## src/rtl/nyan_ram_arbiter.sv

```systemverilog
`default_nettype none
// ============================================================================
// Module   : nyan_ram_arbiter
// Purpose  : Shares the single-port sprite pixel RAM between video scanout,
//            a FIFO-buffered pixel loader and an optional bulk-clear engine
//            (compiled in when NYAN_ARB_CLEAR_EN is defined).
// Revision : 1.0 - initial release
// ============================================================================
module nyan_ram_arbiter #(
    parameter int ADDR_WIDTH  = 10,
    parameter int DATA_WIDTH  = 4,
    parameter int WFIFO_DEPTH = 4
) (
    input  logic                  i_clk,
    input  logic                  i_rst_n,
    input  logic                  i_vid_req,
    input  logic [ADDR_WIDTH-1:0] i_vid_addr,
    output logic [DATA_WIDTH-1:0] o_vid_data,
    output logic                  o_vid_valid,
    input  logic                  i_wr_valid,
    input  logic [ADDR_WIDTH-1:0] i_wr_addr,
    input  logic [DATA_WIDTH-1:0] i_wr_data,
    output logic                  o_wr_ready,
    input  logic                  i_clear,
    input  logic [DATA_WIDTH-1:0] i_clear_data,
    output logic                  o_clear_busy,
    output logic [ADDR_WIDTH-1:0] o_ram_addr,
    output logic [DATA_WIDTH-1:0] o_ram_din,
    output logic                  o_ram_we,
    input  logic [DATA_WIDTH-1:0] i_ram_dout
);
    localparam int c_PTR_W = $clog2(WFIFO_DEPTH);
    localparam logic [c_PTR_W:0] c_PTR_ONE = {{c_PTR_W{1'b0}}, 1'b1};

    // Loader write FIFO; the extra pointer MSB separates full from empty.
    logic [ADDR_WIDTH-1:0] r_fifo_addr [WFIFO_DEPTH];
    logic [DATA_WIDTH-1:0] r_fifo_data [WFIFO_DEPTH];
    logic [c_PTR_W:0]      r_wptr;
    logic [c_PTR_W:0]      r_rptr;
    logic                  w_empty;
    logic                  w_full;
    logic                  w_push;
    logic                  w_pop;
    logic                  w_wr_ready;

    logic                  r_vid_valid;
    logic [ADDR_WIDTH-1:0] r_last_addr;
    logic [DATA_WIDTH-1:0] r_last_din;
    logic [ADDR_WIDTH-1:0] w_ram_addr;
    logic [DATA_WIDTH-1:0] w_ram_din;
    logic                  w_ram_we;

    assign w_empty = (r_wptr == r_rptr);
    assign w_full  = (r_wptr[c_PTR_W] != r_rptr[c_PTR_W]) &&
                     (r_wptr[c_PTR_W-1:0] == r_rptr[c_PTR_W-1:0]);
    assign w_push  = i_wr_valid && w_wr_ready;
    assign w_pop   = !i_vid_req && !w_empty;

`ifdef NYAN_ARB_CLEAR_EN
    localparam logic [ADDR_WIDTH-1:0] c_CNT_ONE = {{(ADDR_WIDTH-1){1'b0}}, 1'b1};

    typedef enum logic [1:0] {
        ST_IDLE  = 2'd0,
        ST_DRAIN = 2'd1,
        ST_FILL  = 2'd2
    } clr_state_t;

    clr_state_t            r_state;
    logic [ADDR_WIDTH-1:0] r_clr_cnt;
    logic [DATA_WIDTH-1:0] r_clr_val;
    logic                  w_clr_gnt;

    // Fill only uses slots that neither video nor the FIFO wants.
    assign w_clr_gnt    = (r_state == ST_FILL) && !i_vid_req && w_empty;
    assign w_wr_ready   = !w_full && (r_state == ST_IDLE);
    assign o_clear_busy = (r_state != ST_IDLE);

    always_ff @(posedge i_clk or negedge i_rst_n) begin
        if (!i_rst_n) begin
            r_state   <= ST_IDLE;
            r_clr_cnt <= '0;
            r_clr_val <= '0;
        end else begin
            case (r_state)
                ST_IDLE: begin
                    if (i_clear) begin
                        r_clr_val <= i_clear_data;
                        r_state   <= ST_DRAIN;
                    end
                end
                ST_DRAIN: begin
                    if (w_empty) begin
                        r_clr_cnt <= '0;
                        r_state   <= ST_FILL;
                    end
                end
                ST_FILL: begin
                    if (w_clr_gnt) begin
                        r_clr_cnt <= r_clr_cnt + c_CNT_ONE;
                        if (r_clr_cnt == '1) begin
                            r_state <= ST_IDLE;
                        end
                    end
                end
                default: r_state <= ST_IDLE;
            endcase
        end
    end
`else
    logic w_unused_clear;

    assign w_unused_clear = ^{i_clear, i_clear_data};
    assign w_wr_ready     = !w_full;
    assign o_clear_busy   = 1'b0;
`endif

    assign o_wr_ready = w_wr_ready;

    always_ff @(posedge i_clk or negedge i_rst_n) begin
        if (!i_rst_n) begin
            r_wptr <= '0;
            r_rptr <= '0;
        end else begin
            if (w_push) begin
                r_wptr <= r_wptr + c_PTR_ONE;
            end
            if (w_pop) begin
                r_rptr <= r_rptr + c_PTR_ONE;
            end
        end
    end

    always_ff @(posedge i_clk) begin
        if (w_push) begin
            r_fifo_addr[r_wptr[c_PTR_W-1:0]] <= i_wr_addr;
            r_fifo_data[r_wptr[c_PTR_W-1:0]] <= i_wr_data;
        end
    end

    // Fixed-priority grant: video, FIFO head, clear; idle holds the bus.
    always_comb begin
        w_ram_addr = r_last_addr;
        w_ram_din  = r_last_din;
        w_ram_we   = 1'b0;
        if (i_vid_req) begin
            w_ram_addr = i_vid_addr;
        end else if (!w_empty) begin
            w_ram_addr = r_fifo_addr[r_rptr[c_PTR_W-1:0]];
            w_ram_din  = r_fifo_data[r_rptr[c_PTR_W-1:0]];
            w_ram_we   = 1'b1;
        end
`ifdef NYAN_ARB_CLEAR_EN
        else if (w_clr_gnt) begin
            w_ram_addr = r_clr_cnt;
            w_ram_din  = r_clr_val;
            w_ram_we   = 1'b1;
        end
`endif
    end

    assign o_ram_addr = w_ram_addr;
    assign o_ram_din  = w_ram_din;
    assign o_ram_we   = w_ram_we;

    always_ff @(posedge i_clk or negedge i_rst_n) begin
        if (!i_rst_n) begin
            r_vid_valid <= 1'b0;
            r_last_addr <= '0;
            r_last_din  <= '0;
        end else begin
            r_vid_valid <= i_vid_req;
            r_last_addr <= w_ram_addr;
            r_last_din  <= w_ram_din;
        end
    end

    assign o_vid_valid = r_vid_valid;
    assign o_vid_data  = i_ram_dout;

endmodule
`default_nettype wire
```

## config.mk

```make
export PLATFORM = sky130hd
export DESIGN_NAME = nyan_ram_arbiter
export DESIGN_NICKNAME = d
export VERILOG_FILES = /design/src/rtl/nyan_ram_arbiter.sv
export SDC_FILE = /design/constraint.sdc
export NUM_CORES = 1
export LEC_CHECK = 0
export CORE_MARGIN = 2
export CORE_UTILIZATION = 30
export CTS_CLUSTER_DIAMETER = 30
export DETAILED_ROUTE_END_ITERATION = 8
export PLACE_DENSITY = 0.51
export SETUP_SLACK_MARGIN = 0.1
export SYNTH_ARGS = -nofsm -noshare
export SYNTH_HDL_FRONTEND = slang
export SYNTH_SLANG_ARGS = --single-unit
```

## constraint.sdc

```tcl
create_clock -name i_clk -period 2.65 [get_ports i_clk]
set_input_delay 0.795 -clock i_clk [delete_from_list [all_inputs] [get_ports i_clk]]
set_output_delay 0.795 -clock i_clk [all_outputs]
set_load 0.05 [all_outputs]
```

==> reports/results.ini <==
[status]
status = complete, but fails checks
violations = negative setup slack

[routing]
wl_per_cell_um = 16.2
drt_iter0_markers = 64
dr.pass1.iters = 4
drcViolationCount = 0
post_drt_via_cell_ratio = 4.62
ant_nets = 0
wirelength_um = 6200
vias = 1768

[power]
ir_worst_vdd_v = 0.000545
pwr_density_cell_mw_per_mm2 = 1370
p_leak_nw = 1.56

[sta]
rsz0062_at_grt = true
hold_slack_ns = 0.511
period_minus_slack_ns = 2.73
setup_violations = 14
worst_clock_skew_ns = 0.00538
max_freq_ghz = 0.367
final_hold_viol_count = 0
finalWorstSetupSlack_ns = -0.0765
fin_crit_sh = 1.03
slew_viol_final = 0
tns_ns = -0.555

[job]
max-cap-violations = 0

[clocking]
clk_pin_slew_ns = 0.08
cts_max_path_buffers = 2
numCtsBuffers = 9
root_buffer = clkbuf_8
cts_max_level = 3
hold_buffers = 0
worstSkewPairLatency_ns = 0.35
cts_tree = yes
cts_sinks = 77

[yosys]
yosys-top-cells-area = edfxtp_1 52%, dfrtp_1 16%, mux4_2 9.8%, a41oi_1 2.7%, o31ai_1 2.3%
ys.flop_type = edfxtp_1
synth.largest_area_cell = edfxtp_1
ys_seq_elements = 77
synth_cells = 182
yosysWarnings = 0
synth_seq_area_share = 0.687
synthArstFlopShare = 0.273
syn_area_mm2 = 0.00321
synth_fp_nets = 224
synth_top_area_share = 0.523
syn_area_per_cell_um2 = 17.7
synth_edf_count = 56
synth_cell_types = 24

[floorplanning]
die_h_um = 108
pin_count = 59
die_width_um = 108
rows = 37
start_util = 0.310
core_area_mm2 = 0.0104
die-area_mm2 = 0.0116

[global_routing]
track_usage = 0.118
antenna_found_initial = 0
grt-ovfl-total = 0
grt_max_degree = 23
grt_pass1_vias = 1830
grt_pass1_wl_um = 9950

[setup_path]
worst_ep_arrival_time_ns = 1.93
endpoint_kind = output pin
crit_chain = buf_12 -> mux4_2 -> mux2_4 -> buf_6
cp_max_fo = 9
path_delay_family = multiplexers
start_kind = register
worstSetupPathDepth = 4
startpoint = r_rptr[0]
cp-endpoint = o_ram_din[0]
rr_worst_depth = 6
cp_num_buf_inv = 2
slowest_stage = mux4_2
crit_path_max_incr_delay_ns = 0.50
reg2reg_to = r_fifo_addr[1][5]
worstPathRequired_ns = 1.86
crit_type = register to output pin
r2r-start = r_rptr[0]
r2r_slack_ns = 0.62

[layout]
area_delta_synth_final_pct = 37.7
final_cell_mix = 56 x edfxtp_1, 27 x clkdlybuf4s50_1, 19 x dfrtp_1
nNetsFinal = 284
drive_gt1_frac = 0.397
layout_commonest_cell = edfxtp_1
n_antenna_cell = 0
fillerInstances = 955

[hold_path]
hold_start = r_last_din[3]
hold_class = register to register

[placement]
dp_hpwl_um = 4210
gp_congestion = 0.690
portBuffers = 44

## repair_timing
item | in CTS | in global routing
pin swaps | 2 | 0
setup endpoints to repair | 15 | 14
setup buffers | 1 | 0
resized for setup | 21 | 13
endpoints found under the hold margin | 0 | 0
## cell type report
class                      count  area (um2)  area share
clock buffer                  10         128      0.0288
clock inverter                 6        68.8      0.0155
inverter                       3        11.3     0.00254
multi-input combinational     85        1070       0.243
sequential                    77        2210       0.499
tap                          136         170      0.0385
timing repair buffer          66         764       0.173
## metal layers
metal,vias up,track usage,share of wire
met5,-,0,0
met2,53,0.174,0.44
li1,834,-,-
met1,871,0.162,0.48
met3,10,0.0327,0.052
met4,0,0.0522,0.020
## kinds of logic after synthesis
kind of cell             count (synthesis)  synth area share
other                                    1           0.00117
AND/OR/NAND/NOR                         15            0.0280
buffers and inverters                   20            0.0335
XOR/XNOR                                10            0.0319
multiplexers                            20             0.119
AO/OA/AOI/OAI                           34            0.0802
flip-flops                              77             0.687
adder cells (fa/ha/maj)                  5            0.0195
## worst reg2reg max path, stage by stage, from the launching register on
cell	delay [ns]
dfrtp_2	0.48
buf_4	0.17
xor2_1	0.17
buf_6	0.23
o31a_1	0.28
and2_1	0.15
buf_4	0.24
## report_power, final
part | internal (W) | switching [W] | leakage [nW] | total, W
Sequential | 0.00167 | 0.000164 | 0.753 | 0.00184
Clock | 0.000442 | 0.000436 | 0.0973 | 0.000878
Combinational | 0.00147 | 0.00189 | 0.710 | 0.00336
Total | 0.00359 | 0.00249 | 1.56 | 0.00607
## synthesized netlist by cell type, types with 3 or more instances
cell	instances
inv_1	3
and2_1	3
a21oi_1	10
xor2_1	6
mux2_1	6
clkbuf_1	5
mux4_2	14
buf_2	5
edfxtp_1	56
buf_4	7
a41oi_1	10
ha_1	5
dfrtp_1	21
nor2b_1	10
o31ai_1	10
## state kept, by name (all words and copies together) (netlist names)
register / flops
o_vid_valid: 1
r_fifo_addr: 40
r_fifo_data: 16
r_last_addr: 10
r_last_din: 4
r_rptr: 3
r_wptr: 3
## worst min-delay path by stage
stage | slack, ns | endpoint | depth (start not counted)
2_1_floorplan | 0.50 | o_vid_valid | 0
3_3_place_gp | 0.49 | r_last_din[2] | 1
3_5_place_dp | 0.49 | r_last_din[2] | 1
4_1_cts | 0.52 | r_last_din[3] | 1
5_1_grt | 0.53 | r_last_din[2] | 1
6_report | 0.51 | r_last_din[3] | 1
## metrics by stage
step,worst slack [ns],std cells,area [um2],util,power [W]
6_report,-0.0765,383,4430,0.427,0.00607
5_1_grt,-0.145,383,4430,0.427,0.00640
3_3_place_gp,-0.320,366,4050,0.391,0.00474
2_1_floorplan,0.0830,182,3250,-,0.00363
3_5_place_dp,-0.331,366,4050,0.391,0.00477
4_1_cts,-0.128,383,4340,0.419,0.00589
(Power assumes the default switching activity.)
